**src/rtl/shared_reg_arbiter.sv**
```systemverilog
// shared_reg_arbiter: round-robin arbiter that lets N_REQ requesters take
// turns writing one shared DATA_W-bit register.
//
// Ports:
//   clk      system clock, rising edge
//   rst      synchronous active-high reset
//   req      request bit per requester (bit i = requester i)
//   wr_data  requester i data in bits [i*DATA_W +: DATA_W]
//   lock     (SHARED_REG_LOCK_EN only) hold grant while lock[winner] is high
//   grant    registered one-hot grant
//   owner    index of the requester that last wrote q
//   q        shared register contents
//   busy     high while in the GRANT state
//
// Optional feature macro: SHARED_REG_LOCK_EN (adds lock port and LOCK_MAX).
module shared_reg_arbiter #(
   parameter int N_REQ  = 4,
   parameter int DATA_W = 8,
   parameter int ID_W   = 2
`ifdef SHARED_REG_LOCK_EN
   ,
   parameter int LOCK_MAX = 16
`endif
) (
   input  logic                    clk,
   input  logic                    rst,
   input  logic [N_REQ-1:0]        req,
   input  logic [N_REQ*DATA_W-1:0] wr_data,
`ifdef SHARED_REG_LOCK_EN
   input  logic [N_REQ-1:0]        lock,
`endif
   output logic [N_REQ-1:0]        grant,
   output logic [ID_W-1:0]         owner,
   output logic [DATA_W-1:0]       q,
   output logic                    busy
);

   typedef enum logic {
      IDLE,
      GRANT
   } state_t;

   state_t            state_q;
   state_t            state_d;
   logic [ID_W-1:0]   ptr_q;
   logic [ID_W-1:0]   ptr_d;
   logic [ID_W-1:0]   win_q;
   logic [ID_W-1:0]   win_d;
   logic [N_REQ-1:0]  grant_d;
   logic [ID_W-1:0]   owner_d;
   logic [DATA_W-1:0] q_d;
   logic              busy_d;

   logic [2*N_REQ-1:0] req_dbl;
   logic [N_REQ-1:0]   req_rot;
   logic [ID_W-1:0]    ofs;
   logic [ID_W:0]      pick_sum;
   logic [ID_W-1:0]    pick;
   logic [DATA_W-1:0]  win_data;
   logic [ID_W-1:0]    ptr_nxt;
   logic               hold;

`ifdef SHARED_REG_LOCK_EN
   localparam int CNT_W = $clog2(LOCK_MAX + 1);
   logic [CNT_W-1:0] lock_cnt_q;
   logic [CNT_W-1:0] lock_cnt_d;
   logic             lock_win;
`endif

   // Rotate requests so bit 0 is the requester at ptr; the lowest set
   // bit of the rotated vector is the round-robin winner's offset.
   always_comb begin
      req_dbl = {req, req};
      req_rot = N_REQ'(req_dbl >> ptr_q);
      ofs = '0;
      for (int k = N_REQ - 1; k >= 0; k--) begin
         if (req_rot[k]) begin
            ofs = ID_W'(k);
         end
      end
      pick_sum = {1'b0, ptr_q} + {1'b0, ofs};
      if (pick_sum >= (ID_W+1)'(N_REQ)) begin
         pick_sum = pick_sum - (ID_W+1)'(N_REQ);
      end
      pick = pick_sum[ID_W-1:0];
   end

   always_comb begin
      win_data = '0;
      for (int i = 0; i < N_REQ; i++) begin
         if (win_q == ID_W'(i)) begin
            win_data = wr_data[i*DATA_W +: DATA_W];
         end
      end
   end

   assign ptr_nxt = (win_q == ID_W'(N_REQ - 1)) ? '0
                                                : win_q + ID_W'(1);

`ifdef SHARED_REG_LOCK_EN
   always_comb begin
      lock_win = 1'b0;
      for (int i = 0; i < N_REQ; i++) begin
         if (win_q == ID_W'(i)) begin
            lock_win = lock[i];
         end
      end
   end

   // Stay in GRANT while the winner holds lock, capped at LOCK_MAX
   // consecutive GRANT cycles (lock_cnt_q counts completed ones).
   assign hold = lock_win && ((int'(lock_cnt_q) + 1) < LOCK_MAX);
`else
   assign hold = 1'b0;
`endif

   always_comb begin
      state_d = state_q;
      ptr_d   = ptr_q;
      win_d   = win_q;
      grant_d = grant;
      owner_d = owner;
      q_d     = q;
      busy_d  = busy;
`ifdef SHARED_REG_LOCK_EN
      lock_cnt_d = lock_cnt_q;
`endif
      unique case (state_q)
         IDLE: begin
            if (|req) begin
               win_d   = pick;
               grant_d = '0;
               for (int i = 0; i < N_REQ; i++) begin
                  if (pick == ID_W'(i)) begin
                     grant_d[i] = 1'b1;
                  end
               end
               busy_d  = 1'b1;
               state_d = GRANT;
`ifdef SHARED_REG_LOCK_EN
               lock_cnt_d = '0;
`endif
            end
         end
         GRANT: begin
            // Data is taken in the grant cycle, not the request cycle.
            q_d     = win_data;
            owner_d = win_q;
            if (hold) begin
`ifdef SHARED_REG_LOCK_EN
               lock_cnt_d = lock_cnt_q + CNT_W'(1);
`endif
            end else begin
               ptr_d   = ptr_nxt;
               grant_d = '0;
               busy_d  = 1'b0;
               state_d = IDLE;
            end
         end
         default: begin
            state_d = IDLE;
         end
      endcase
   end

   always_ff @(posedge clk) begin
      if (rst) begin
         state_q <= IDLE;
         ptr_q   <= '0;
         win_q   <= '0;
         grant   <= '0;
         owner   <= '0;
         q       <= '0;
         busy    <= 1'b0;
`ifdef SHARED_REG_LOCK_EN
         lock_cnt_q <= '0;
`endif
      end else begin
         state_q <= state_d;
         ptr_q   <= ptr_d;
         win_q   <= win_d;
         grant   <= grant_d;
         owner   <= owner_d;
         q       <= q_d;
         busy    <= busy_d;
`ifdef SHARED_REG_LOCK_EN
         lock_cnt_q <= lock_cnt_d;
`endif
      end
   end

endmodule

```
**config.mk**
```make
export PLATFORM = sky130hd
export DESIGN_NAME = shared_reg_arbiter
export DESIGN_NICKNAME = d
export VERILOG_FILES = /design/src/rtl/shared_reg_arbiter.sv
export SDC_FILE = /design/constraint.sdc
export NUM_CORES = 1
export LEC_CHECK = 0
export CORE_UTILIZATION = 37
export DETAILED_ROUTE_END_ITERATION = 10
export GPL_ROUTABILITY_DRIVEN = 0
export GPL_TIMING_DRIVEN = 0
export HOLD_SLACK_MARGIN = 0.05
export PLACE_DENSITY = 0.75
export SETUP_SLACK_MARGIN = 0.5
export SLEW_MARGIN = 10
export SYNTH_ARGS = -nofsm -noshare
export SYNTH_HDL_FRONTEND = slang
export SYNTH_SLANG_ARGS = --single-unit
```
**constraint.sdc**
```tcl
create_clock -name clk -period 1.7 [get_ports clk]
set_input_delay 0.34 -clock clk [delete_from_list [all_inputs] [get_ports clk]]
set_output_delay 0.34 -clock clk [all_outputs]
set_load 0.05 [all_outputs]
```
==> results.cfg <==
[status]
outcome = finished with violations
failed_checks = setup timing

[sta]
report.final.slew_viol_count = 0
period_minus_slack_ps = 1926
fmax_mhz = 519.2
rsz0062_at_grt = true
worst_slack_ps = -226.2
max_slew_margin_pct = 68.89
finClkSkew_ps = 9.778
setup_violations = 5
final_hold_viol_count = 0
whs_ps = 383.5
fin_crit_sh_pct = 113.3
worstMarginPinSlew_ps = 466.7

[global_routing]
use_met3_pct = 3.795
busiest_layer = met2
grtUsageMet1_pct = 25.07
grt-ovfl-total = 0
gr-usage-all-layers_pct = 21.92
antenna_found_initial = 0
grt_pass1_wl_um = 5720
grt_pass1_vias = 1294
grtUsageMet2_pct = 39.90
grt_max_degree = 12

[drt]
drt_pre_antenna_iters = 4
viasPerCell = 5.322
wl_per_cell_um = 16.13
vias = 1357
drc = 0
drt-total-wl_um = 4113
drtIter0Drc = 69
ant_nets = 0

[clock_network]
cts-buffers-inserted = 3
clock_latency_ps = 320
cts_tree = yes
h-tree-depth = 1
clkTransAtPathRegs_ps = 120
cts.sinks = 20
ctsRootBufferMaster = clkbuf_4
clock_path_buffers = 2

[floorplan]
ioPinCount = 53
num_rows = 20
coreArea_um2 = 3028
chipWidth_um = 58.20
start_util_pct = 38.60
die_y_um = 58.20
dieArea_um2 = 3387

[synth]
seq_area_frac_synth_pct = 34.26
yosysMostFrequentCell = nor2_1
ys_ff_latch = 20
synth.net_count = 183
synthTopCellsByCount = nor2_1, dfxtp_1, nand2_1
synth_edf_count = 0
synth_ff_type = dfxtp_1
yosysTopAreaCell = dfxtp_1
synth_top_area_share_pct = 34.26
async_flop_share_pct = 0
synth_area_um2 = 1169
ys_top_cells_by_area = dfxtp_1, nor2_1, ha_1, a221oi_1, o311ai_1
synth_cell_types = 32
synth_warnings = 0
syn_inst = 140
postSynthAreaPerCell_um2 = 8.347

[worst_hold_path]
hold_path.class = input port to flop

[power_and_ir_drop]
p_per_area_nw_per_um2 = 852.2
p_leak_nw = 0.8724
vdd_drop_max_uv = 447.9

[layout]
fin_nets = 255
synthToLayoutAreaGrowth_pct = 91.54
drive_above_1_share_pct = 44.55
fillerInstances = 208
diodes = 0
final_util_pct = 73.93

[setup_path]
worstPathMaxFanout = 5
crit_path_start_kind = flop
cp-end-kind = flop
worstPathRequired_ps = 1920
crit_type = flop to flop
arrival_ps = 2140

[place]
port_buffers = 49
dp_hpwl_um = 2526

[run]
drv_cap = 0
==> metal layers <==
metal,routed length (um),share of wire [%],up-vias
met4,116,2.8,0
met3,263,6.4,13
met2,2112,51,55
met5,0,0,-
li1,-,-,655
met1,1621,39,634
==> state kept, by name (all words and copies together) (netlist names) <==
register  flops
grant         4
q             8
ptr_q         2
win_q         2
busy          1
owner         2
state_q       1
==> cell families after synthesis <==
| kind of cell | Yosys count | synth area share (%) |
|---|---|---|
| AO/OA/AOI/OAI | 39 | 26.02 |
| XOR/XNOR | 2 | 2.142 |
| adder cells (fa/ha/maj) | 5 | 5.353 |
| buffers and inverters | 17 | 6.959 |
| flip-flops | 20 | 34.26 |
| multiplexers | 4 | 3.426 |
| AND/OR/NAND/NOR | 53 | 21.84 |
==> worst paths after layout <==
check / start / endpoint / slack (ps) / cells past startpoint
setup / recovery: ptr_q[0] / grant[0] / -230 / 7
hold / removal: rst / win_q[0] / 380 / 2
setup reg to reg: ptr_q[0] / grant[0] / -230 / 7
hold reg to reg: grant[2] / grant[2] / 470 / 2
==> cells in the final DEF (no fill, tap or decap), drive strengths merged, types with 2 or more instances in the layout <==
cell and n:
a32o 2, ha 5, o211ai 2, a21oi 3, xnor2 2, buf 37, dlygate4sd2 2, nor3 3
nor2 21, clkbuf 11, inv 6, a211oi 2, o32ai 2, o21ai 10, dfxtp 20, nor2b 8
a221oi 7, mux2i 4, o311ai 7, clkdlybuf4s50 32, nand2 14
==> worst max-delay path, stage by stage, from the launching register on <==
cell and delay, ps:
dfxtp_2 350, buf_6 120, or4_4 500, o211ai_1 100
ha_2 220, xnor2_2 80, xnor2_2 180, a32o_2 280
==> final cells by class <==
cell class                 instances  area (um2)  share of cell area [%]
clock buffer                       4       36.28                   1.621
multi-input combinational        103       869.6                   38.85
buffer                            11       115.1                   5.143
tap                               44       55.05                   2.459
inverter                           6       27.53                   1.230
sequential                        20       426.7                   19.06
timing repair buffer              67       708.2                   31.64
==> report_power, final <==
group / total, mW / internal [mW] / switching [mW]
sequential: 0.588 / 0.533 / 0.0554
clock: 0.291 / 0.131 / 0.160
combinational: 1.03 / 0.539 / 0.490
==> timing repair <==
action                                  4_1_cts  5_1_grt
hold buffers                                  0        0
endpoints found under the setup margin       35       32
resized for setup                           128       41
setup buffers                                 9        7
cloned                                        0        2
pin swaps                                    14        6
==> through the flow <==
| stage | area, um2 | worst slack [ps] | TNS, ps | std cells | power [mW] |
|---|---|---|---|---|---|
| 2_1_floorplan | 1242 | -148.6 | -510.5 | 140 | 1.046 |
| 3_3_place_gp | 1788 | -674.6 | -3625 | 233 | 1.265 |
| 3_5_place_dp | 1788 | -726.5 | -3913 | 233 | 1.278 |
| 4_1_cts | 1987 | -232.6 | -938.3 | 246 | 1.669 |
| 5_1_grt | 2238 | -296.0 | -1311 | 255 | 1.997 |
| 6_report | 2238 | -226.2 | -881.2 | 255 | 1.908 |
Note: power is estimated with default switching activity, not from simulation.
==> patch, RTL diff (same flow settings) <==
The parameter `ID_W` goes from 2 to 4.
--- a/src/rtl/shared_reg_arbiter.sv
+++ b/src/rtl/shared_reg_arbiter.sv
@@ -18,3 +18,3 @@
    parameter int DATA_W = 8,
-   parameter int ID_W   = 2
+   parameter int ID_W   = 4
 `ifdef SHARED_REG_LOCK_EN
Ports: changed (resized owner); port bits go from 53 to 55. The function was not compared with the original's and may differ.
==> patch against the unedited design <==
  * Highest routed layer unchanged
  * The run still ends with setup timing left
  * Setup slack worse by 1.2 ns
  * Critical path depth is 7 higher
  * Sequential cell count is 6 higher
  * Clock skew is 0.0073 ns lower
  * Cell area is 19% higher
  * Area after synthesis is 35% higher
  * Routed wire length is 3.2% higher
  * Largest power group unchanged
  * Power is 11% higher
  * Hold slack better by 0.074 ns
  * Final cell count is 21% higher
==> patch: results (changes against the unedited design) <==
- Worst clock skew: 0.00243 ns (-0.00734 ns)
- Routed length on met2: 2040 um (-3.2%)
- Gr usage total: 18.8% (-3.1 points)
- # resized after CTS: 144 (+13%)
- Lkg Pwr: 1.06 nW (+22%)
- Clock Tree Root: clkbuf_8
- Routed vias/inst: 5.16 (-3.0%)
- Non-clock inverters: 12 (+6)
- Hold Crit Start: grant[1]
- Multi-input gates: 128 (+24%)
- Synthesis-stage register bit count: 26 (+30%)
- Setup Viol. Count Final: 8 (+3)
- Worst vdd ir: 0.000544 V (+21%)
- Worst-skew pair later-pin latency: 0.27 ns (-0.05 ns)
- Half-perimeter wire length after detailed placement: 2820 um (+12%)
- DRT Pass-1 Iters: 5 (+1)
- Largest net degree at the start of global routing: 15 (+3)
- Commonest cells post-synth: 26 x dfxtp_1, 15 x nor2_1, 14 x mux2i_1, 14 x nand2_1
- DR iter-0 viols: 88 (+28%)
- Slew @ Worst Pin: 0.475 ns (+0.00826 ns)
- First-pass GRT wire length: 6400 um (+12%)
- Non-clk buf share: 29.4% (-7.4 points)
- Clk pin slew, worst setup/hold paths: 0.09 ns (-0.03 ns)
- Status: complete, but fails checks
- IO Port Bufs: 53 (+8.2%)
- Clk tree area frac: 2.07% (+0.45 points)
- Cell internal pwr: 1.35 mW (+13%)
- Vias in the first global route: 1403 (+8.4%)
- Post-route setup slack: -1.43 ns (-1.21 ns)
- DRT met1 WL: 1960 um (+21%)
- Failing checks: setup timing
patch: cell count changes after synthesis, sizes merged, moves of 3 or more:
cell,delta
mux2i,+10
a221oi,-7
o21ai,+5
a21boi,+3
inv,+6
nor2b,-6
o2bb2ai,+9
xor2,+3
a22oi,+9
dfxtp,+6
nor2,-6
o311ai,-7
nand3,+4
patch: kinds of logic (layout without fill, tap and decap cells):
family | Yosys count | after routing | share of synthesized area (%)
AOI/OAI and AO/OA | 55 | 55 | 26.4
and+or+nand+nor | 48 | 48 | 15.4
DFF | 26 | 26 | 32.9
buffers and inverters | 24 | 104 | 6.73
muxes | 14 | 14 | 8.87
adders and majority gates | 8 | 8 | 6.81
xor gates and xnor gates | 3 | 3 | 2.85
patch: power by group through the flow:
| stage | combinational, mW | sequential [mW] | clock [mW] |
|---|---|---|---|
| 4_1_cts | 0.876 | 0.735 | 0.413 |
| 3_5_place_dp | 0.760 | 0.745 | 0 |
| 6_report | 0.973 | 0.739 | 0.400 |
| 2_1_floorplan | 0.385 | 0.868 | 0 |
| 3_3_place_gp | 0.751 | 0.745 | 0 |
| 5_1_grt | 1.06 | 0.748 | 0.433 |
patch: worst max-delay path by stage:
stage                     endpoint  depth (start not counted)
after global placement    win_q[3]                         15
after floorplan           win_q[3]                         13
after CTS                 win_q[3]                         14
final                     win_q[3]                         14
after detailed placement  win_q[3]                         15
after global routing      win_q[3]                         14
patch: through the flow:
stage	cells	power, mW	instance area [um^2]	worst slack, ns	utilization [%]
final	308	2.11	2660	-1.43	65.5
after global routing	308	2.24	2660	-1.55	65.5
after CTS	302	2.02	2500	-1.42	61.6
after detailed placement	281	1.51	2240	-2.01	55.3
after global placement	281	1.50	2240	-1.96	55.3
after floorplan	178	1.25	1650	-1.26	-
